File: src/rtl/lab3_dg_keypad_pkg.sv
// lab3_dg_keypad_pkg: shared state encoding, key map and row priority helper for the keypad scanner
package lab3_dg_keypad_pkg;

    typedef enum logic [1:0] {SCAN, PRESS_DB, HELD, RELEASE_DB} scan_state_t;

    localparam logic [3:0] KEYMAP [4][4] = '{
        '{4'h1, 4'h2, 4'h3, 4'hA},
        '{4'h4, 4'h5, 4'h6, 4'hB},
        '{4'h7, 4'h8, 4'h9, 4'hC},
        '{4'hE, 4'h0, 4'hF, 4'hD}
    };

    function automatic logic [1:0] row_priority(input logic [3:0] rows);
        return rows[0] ? 2'd0 : rows[1] ? 2'd1 : rows[2] ? 2'd2 : 2'd3;
    endfunction

endpackage

File: src/rtl/lab3_dg_stable_cnt.sv
// lab3_dg_stable_cnt: clear/enable stability counter with a terminal-count flag
module lab3_dg_stable_cnt #(
    parameter int DEBOUNCE_CYCLES = 240000,
    parameter int W = $clog2(DEBOUNCE_CYCLES)
) (
    input  logic int_osc,
    input  logic reset,
    input  logic clr,
    input  logic en,
    output logic tc
);

    logic [W-1:0] cnt_q, cnt_d;

    // clear has priority; enable advances one step per cycle
    always_comb cnt_d = clr ? '0 : en ? cnt_q + W'(1) : cnt_q;

    // count register
    always_ff @(posedge int_osc)
        if (reset) cnt_q <= '0;
        else cnt_q <= cnt_d;

    assign tc = cnt_q == W'(DEBOUNCE_CYCLES - 1);

endmodule

File: src/rtl/lab3_dg_keypad_scanner.sv
// lab3_dg_keypad_scanner: 4x4 keypad column scanner with press/release debounce and key strobe
module lab3_dg_keypad_scanner
    import lab3_dg_keypad_pkg::*;
#(
    parameter int SCAN_DIV        = 48000,
    parameter int DEBOUNCE_CYCLES = 240000
) (
    input  logic       int_osc,
    input  logic       reset,
    input  logic [3:0] sync,
    output logic [3:0] col,
    output logic [3:0] key,
    output logic       key_valid
);

    localparam int CW = $clog2(SCAN_DIV > DEBOUNCE_CYCLES ? SCAN_DIV : DEBOUNCE_CYCLES);

    scan_state_t   state_q, state_d;
    logic [1:0]    col_idx_q, col_idx_d;
    logic [1:0]    row_q, row_d;
    logic [CW-1:0] div_q, div_d;
    logic [3:0]    key_q, key_d;
    logic          key_valid_q, key_valid_d;
    logic          run, tc;

    // the counter only runs while the debounced row stays at the level being confirmed,
    // and is held at zero otherwise so every debounce window starts fresh
    lab3_dg_stable_cnt #(.DEBOUNCE_CYCLES(DEBOUNCE_CYCLES), .W(CW)) u_stable (
        .int_osc (int_osc),
        .reset   (reset),
        .clr     (!run),
        .en      (run),
        .tc      (tc)
    );

    // next-state: scan columns, confirm press, hold, confirm release
    always_comb begin
        state_d     = state_q;
        col_idx_d   = col_idx_q;
        row_d       = row_q;
        div_d       = div_q;
        key_d       = key_q;
        key_valid_d = 1'b0;
        run         = 1'b0;
        case (state_q)
            SCAN: begin
                div_d = div_q == CW'(SCAN_DIV - 1) ? '0 : div_q + CW'(1);
                if (div_q == CW'(SCAN_DIV - 1)) begin
                    if (|sync) begin
                        row_d   = row_priority(sync);
                        state_d = PRESS_DB;
                    end else begin
                        col_idx_d = col_idx_q + 2'd1;
                    end
                end
            end
            PRESS_DB: begin
                if (!sync[row_q]) begin
                    state_d = SCAN;
                    div_d   = '0;
                end else if (tc) begin
                    state_d     = HELD;
                    key_d       = KEYMAP[row_q][col_idx_q];
                    key_valid_d = 1'b1;
                end else begin
                    run = 1'b1;
                end
            end
            HELD: state_d = sync[row_q] ? HELD : RELEASE_DB;
            RELEASE_DB: begin
                if (sync[row_q]) begin
                    state_d = HELD;
                end else if (tc) begin
                    state_d   = SCAN;
                    col_idx_d = col_idx_q + 2'd1;
                    div_d     = '0;
                end else begin
                    run = 1'b1;
                end
            end
            default: state_d = SCAN;
        endcase
    end

    // state and datapath registers
    always_ff @(posedge int_osc) begin
        if (reset) begin
            state_q     <= SCAN;
            col_idx_q   <= '0;
            row_q       <= '0;
            div_q       <= '0;
            key_q       <= '0;
            key_valid_q <= 1'b0;
        end else begin
            state_q     <= state_d;
            col_idx_q   <= col_idx_d;
            row_q       <= row_d;
            div_q       <= div_d;
            key_q       <= key_d;
            key_valid_q <= key_valid_d;
        end
    end

    assign col       = 4'b0001 << col_idx_q;
    assign key       = key_q;
    assign key_valid = key_valid_q;

endmodule

File: config.mk
export PLATFORM = sky130hd
export DESIGN_NAME = lab3_dg_keypad_scanner
export DESIGN_NICKNAME = d
export VERILOG_FILES = /design/src/rtl/lab3_dg_keypad_pkg.sv /design/src/rtl/lab3_dg_stable_cnt.sv /design/src/rtl/lab3_dg_keypad_scanner.sv
export SDC_FILE = /design/constraint.sdc
export NUM_CORES = 1
export LEC_CHECK = 0
export BUFFER_PORTS_ARGS = -buffer_cell sky130_fd_sc_hd__buf_2
export CORE_MARGIN = 2
export CORE_UTILIZATION = 61
export DETAILED_ROUTE_END_ITERATION = 16
export HOLD_SLACK_MARGIN = 0.03
export PLACE_DENSITY = 0.9
export SLEW_MARGIN = 10
export SYNTH_ARGS = -nofsm -noshare
export SYNTH_HDL_FRONTEND = slang
export SYNTH_SLANG_ARGS = --single-unit
File: constraint.sdc
create_clock -name int_osc -period 2.4 [get_ports int_osc]
set_input_delay 0.12 -clock int_osc [delete_from_list [all_inputs] [get_ports int_osc]]
set_output_delay 0.12 -clock int_osc [all_outputs]
set_load 0.03 [all_outputs]
==> metrics.cfg, run 1 <==
[critical_path]
crit_type=reg2reg
critPathArrivalTime_ns=2.49
crit_chain=mux4_2 -> inv_1 -> a31oi_4 -> nor3_1 -> mux2_2
cp_slowest_cell=mux4_2
crit_path_start=row_q[0]
cp_max_fo=16
required_ns=2.61
reg2reg_depth=5
rr_startpoint=row_q[0]
setup.worst_path.end_class=flip-flop
reg2reg_setup_slack_ns=0.12
start_kind=flip-flop
r2r_end=col_idx_q[0]
cpPeakStageDelay_ns=0.66

[place]
globalplace.congestion=0.865
dp_hpwl_mm=4.16
place_inst=384
io_buffers=14

[clocking]
cts_setup_buffers=0
clk_latency_ns=0.31
hold_buffers=0
clkSinkCount=47
clk_pin_slew_ns=0.10
cts_resized=0
cts_tree=yes
cts_max_level=2
cts_max_path_buffers=2
cts-root-buf=clkbuf_8
cts_buffers=5

[floorplanning]
die_area_mm2=0.00493
row_count=24
core_mm2=0.00429
ios=15
die_h_um=70.2
start_util=0.623
die_w_um=70.2

[drt]
drt_wl_total_mm=5.75
drc_errors=0
vias=2421
first_pass_iters=4
routedWlPerCell_um=14.7
drt_iter0_markers=294
avgViaCountPerCell=6.18
postRouteAntennaNets=0

[sta]
drv_slew=0
final.setup.tns_ns=0
rsz0062_at_grt=false
setup_viol=0
finClkSkew_ns=0.0131
final-hold-violation-count=0
max_freq_mhz=438
fin_crit_sh=0.951
relSlewSlack=0.704
worstMarginPinSlew_ns=0.439
layout_min_cycle_time_ns=2.28

[job]
maxCapViolCount=0

[yosys]
synth_cells=323
yosysWarnings=0
yosysTopAreaCell=dfxtp_1
synth_most_common_cell=dfxtp_1
seq_area_frac_synth=0.352
synthFlopType=dfxtp_1
async_flop_share=0
synth_top_area_frac=0.352
yosys-top-cells-count=47 x dfxtp_1, 40 x nor2_1, 24 x nand2_1, 21 x a21oi_1, 16 x nand3_1
avgSynthCellArea_um2=8.28
mappedNetlistArea_mm2=0.00267
syn_nets=339
ys_ff_latch=47
yosys-top-cells-area=dfxtp_1 35%, nor2_1 5.6%, ha_1 4.7%
synthDistinctLibCells=53
synth_edf_count=0

[final_layout]
antenna_cells=0
area_growth_pct=9.31
multi_input_comb_area_mm2=0.00160
finalNonFillerCells=392
regArea_um2=941
final_nets=355
fill_cells=330
drive_gt1_frac=0.124

[pwr]
clockPowerShare=0.331
switchingPower_uw=546
p_leak_nw=1.10
power_density_mw_per_mm2=619
p_seq_frac=0.463
power_mw=1.81
p_comb_frac=0.206
internal_power_mw=1.26
worst_ir_drop_vdd_mv=0.528
p_sw_frac=0.302

[global_routing]
grt.overflow.total=0
grt_usage=0.244
grt_pass1_wl_mm=9.86
grt_pass1_vias=2190
grt_max_degree=31
grt_antenna_before_repair=0

[min_path]
hold_path_class=in2reg
hold_depth=3
hp-start=sync[0]
min_to=row_q[0]

[outcome]
status=completed

## per-layer routing
metal | global-route usage | vias to the layer above | routed length (um)
met5 | 0 | - | 0
met4 | 0.0919 | 0 | 97
met3 | 0.0534 | 11 | 327
met2 | 0.403 | 77 | 2770
met1 | 0.312 | 1136 | 2560
li1 | - | 1197 | -
## critical path: cells and delay by family (launching register included)
kind                   cells  cell delay (ns)
buffers and inverters      1             0.16
AND/OR/NAND/NOR            1             0.31
multiplexers               2             1.03
flip-flops                 1             0.49
AO/OA/AOI/OAI              1             0.19
## stage by stage
stage               hold slack, ns  setup WS (ns)   util  cell area [um^2]
floorplan                    0.293          0.260      -              2670
global placement             0.422          0.241  0.654              2810
detailed placement           0.427          0.199  0.654              2810
CTS                         0.0998          0.139  0.681              2920
global route                 0.107         0.0406  0.681              2920
finish                      0.0955          0.117  0.681              2920
## flip-flops by register name, summed over array words and instances, names as in the netlist, named ones only
signal / count
row_q: 2
key: 4
key_valid: 1
u_stable.cnt_q: 18
state_q: 1
col_idx_q: 2
div_q: 18
## area by class of cell
cell class,instances,area share
inverter,15,0.0193
multi-input combinational,246,0.548
timing repair buffer,24,0.0497
tap,52,0.0223
sequential,47,0.322
clock inverter,3,0.0158
clock buffer,5,0.0235
## power groups by stage
| stage | Clock (mW) | Combinational (mW) | Sequential, mW |
|---|---|---|---|
| 3_5_place_dp | 0 | 0.364 | 0.855 |
| 2_1_floorplan | 0 | 0.276 | 0.842 |
| 5_1_grt | 0.630 | 0.413 | 0.845 |
| 3_3_place_gp | 0 | 0.350 | 0.853 |
| 6_report | 0.599 | 0.372 | 0.838 |
| 4_1_cts | 0.602 | 0.369 | 0.837 |
## cells by family after synthesis
logic type | share of synthesized area
AO/OA/AOI/OAI | 0.164
XOR/XNOR | 0.0590
adder cells (fa/ha/maj) | 0.0468
buffers and inverters | 0.0496
flip-flops | 0.352
multiplexers | 0.0445
AND/OR/NAND/NOR | 0.284
## cell usage in the layout, fill, tap and decap left out, drive strengths merged, types with 10 or more instances in the layout
cell / synthesis / layout
inv: 15 / 16
xnor2: 12 / 12
buf: 6 / 24
dfxtp: 47 / 47
nand2: 24 / 24
nor2: 40 / 40
o21ai: 12 / 12
nand3: 16 / 16
and3: 10 / 10
a21oi: 21 / 21
ha: 10 / 10
## worst max-delay path by stage
stage / slack (ns) / endpoint / depth (start not counted)
final: 0.12 / col_idx_q[0] / 5
after global routing: 0.04 / col_idx_q[0] / 5
after CTS: 0.14 / col_idx_q[0] / 5
after detailed placement: 0.20 / col_idx_q[1] / 5
after global placement: 0.24 / col_idx_q[1] / 5
after floorplan: 0.26 / div_q[10] / 9
(Power assumes the default switching activity.)
==> inputs of run 2 (changes only) <==
Settings changed: PLACE_DENSITY 0.9 to 0.83.
==> run 2 against run 1 <==
Net effect: register-to-register slack improved by 0.05 ns; maximum frequency increased by 2.4%; via count decreased by 0.45%; wire length increased by 3.8%; setup slack improved by 0.055 ns; critical path type unchanged.
==> metrics.cfg, run 2 (same netlist as run 1, synthesis figures left out) <==
[critical_path]
required_ns=2.62  ; about the same
critPathTopFamily=compound AO/OA/AOI/OAI gates
path_depth=7  ; +2
cpPeakStageDelay_ns=0.38  ; -0.28 ns
crit_chain=ha_1 -> or2_2 -> nor2_1 -> a21boi_1 -> buf_4 -> a41oi_1 -> a311oi_1
worst-path-buf-inv=1  ; unchanged
cp_slowest_cell=dfxtp_1
start_kind=flip-flop
reg2reg_depth=7  ; +2
cp_max_fo=12  ; -4
setup.worst_path.end_class=flip-flop
crit_type=reg2reg
critPathArrivalTime_ns=2.45  ; -0.04 ns

[final_layout]
finalInstanceArea_mm2=0.00290  ; -0.68%
fill_cells=357  ; +8.2%
final_common_cell=dfxtp_1
final_nets=352  ; -0.85%
drive_gt1_frac=0.119  ; -0.00484
layout_common_cells=46 x dfxtp_1, 40 x nor2_1, 24 x nand2_1
antenna_cells=0  ; unchanged
finalNonFillerCells=389  ; -0.77%
area_growth_pct=8.56
finish.utilization=0.676  ; -0.00466

[drt]
postRouteAntennaNets=0  ; unchanged
drc_errors=0  ; unchanged
avgViaCountPerCell=6.20  ; +0.31%
first_pass_iters=4  ; unchanged
vias=2410  ; -0.45%
routedWlPerCell_um=15.3  ; +4.6%
drt_wl_total_mm=5.97  ; +3.8%
drt_iter0_markers=273  ; -7.1%

[floorplanning]
start_util=0.623  ; unchanged
row_count=24  ; unchanged
die_h_um=70.2  ; unchanged
core_mm2=0.00429  ; unchanged
die_w_um=70.2  ; unchanged
die_area_mm2=0.00493  ; unchanged
ios=15  ; unchanged

[sta]
final-hold-violation-count=0  ; unchanged
layout_min_cycle_time_ns=2.23  ; -0.0545 ns
relSlewSlack=0.613  ; -0.0914
fin_crit_sh=0.929  ; -0.0227
rsz0062_at_grt=false
final.setup.tns_ns=0  ; unchanged
worstMarginPinSlew_ns=0.580  ; +0.141 ns
holdWs_ns=0.105  ; +0.00980 ns
finClkSkew_ns=0.00711  ; -0.00595 ns
max_freq_mhz=449  ; +2.4%
drv_slew=0  ; unchanged
setup_viol=0  ; unchanged

[clocking]
clk_latency_ns=0.31  ; about the same
cts_max_path_buffers=2  ; unchanged
cts_max_level=2  ; unchanged
clk_pin_slew_ns=0.10  ; about the same
cts_tree=yes
cts_buffers=5  ; unchanged
clkSinkCount=47  ; unchanged
cts_setup_buffers=0  ; unchanged
cts-root-buf=clkbuf_8

[place]
dp_hpwl_mm=4.09  ; -1.5%
io_buffers=14  ; unchanged
dpl_cell_area_mm2=0.00279  ; -0.80%
globalplace.congestion=0.879  ; +1.6%
place_inst=381  ; -0.78%

[global_routing]
grt_pass1_vias=2266  ; +3.5%
grt_max_degree=32  ; +3.2%
grt_pass1_wl_mm=10.3  ; +4.7%
grt_usage=0.258  ; +0.0143
grt.overflow.total=0  ; unchanged
grt_antenna_before_repair=0  ; unchanged

[pwr]
worst_ir_drop_vdd_mv=0.359  ; -32%
power_density_mw_per_mm2=624  ; +0.85%
p_leak_nw=1.09  ; -0.81%

[job]
maxCapViolCount=0  ; unchanged

[min_path]
hold_path_class=in2reg
hold_depth=3  ; unchanged

[outcome]
status=completed

## run 2: cell count changes in the layout (fill, tap and decap cells not counted)
cell / change
dfxtp_2: +1
clkinvlp_4: -1
dfxtp_1: -1
clkinv_4: +1
buf_4: -3
## run 2: per-stage QoR
stage | setup WS (ns) | power (mW)
floorplan | 0.260 | 1.12
global placement | 0.248 | 1.20
detailed placement | 0.203 | 1.21
CTS | 0.162 | 1.81
global route | 0.0225 | 1.90
finish | 0.171 | 1.81
## run 2: final cells by class
type	count	area (um^2)	share of cell area
Clock buffer	5	68.8	0.0237
Clock inverter	3	47.5	0.0164
Inverter	15	56.3	0.0194
Multi-Input combinational cell	246	1600	0.551
Sequential cell	47	942	0.325
Tap cell	52	65.1	0.0224
Timing Repair Buffer	21	123	0.0422
## run 2: metal layers
layer | up-vias | share of wire | wire [um] | GRT usage
met5 | - | 0 | 0 | 0
met4 | 0 | 0.025 | 150 | 0.0983
met3 | 18 | 0.043 | 254 | 0.0563
met2 | 63 | 0.48 | 2860 | 0.426
met1 | 1134 | 0.45 | 2710 | 0.330
li1 | 1195 | - | - | -
## run 2: power by group
group          switching [mW]  internal (mW)
combinational           0.224          0.138
clock                   0.297          0.316
sequential             0.0341          0.804
## run 2: worst reg2reg max path, cell delays in order, from the launching register on
cell      delay, ns
dfxtp_1        0.38
ha_1           0.30
or2_2          0.34
nor2_1         0.20
a21boi_1       0.27
buf_4          0.24
a41oi_1        0.13
a311oi_1       0.27
## run 2: worst paths after layout
path | startpoint | endpoint | slack (ns)
hold / removal | sync[1] | row_q[1] | 0.11
setup reg to reg | state_q[0] | div_q[17] | 0.17
hold reg to reg | u_stable.cnt_q[0] | u_stable.cnt_q[0] | 0.47
setup / recovery | state_q[0] | div_q[17] | 0.17
## run 2: timing repair
action	4_1_cts	5_1_grt
setup endpoints to repair	0	2
endpoints found under the hold margin	0	0
hold buffers	0	0
resized for setup	0	1
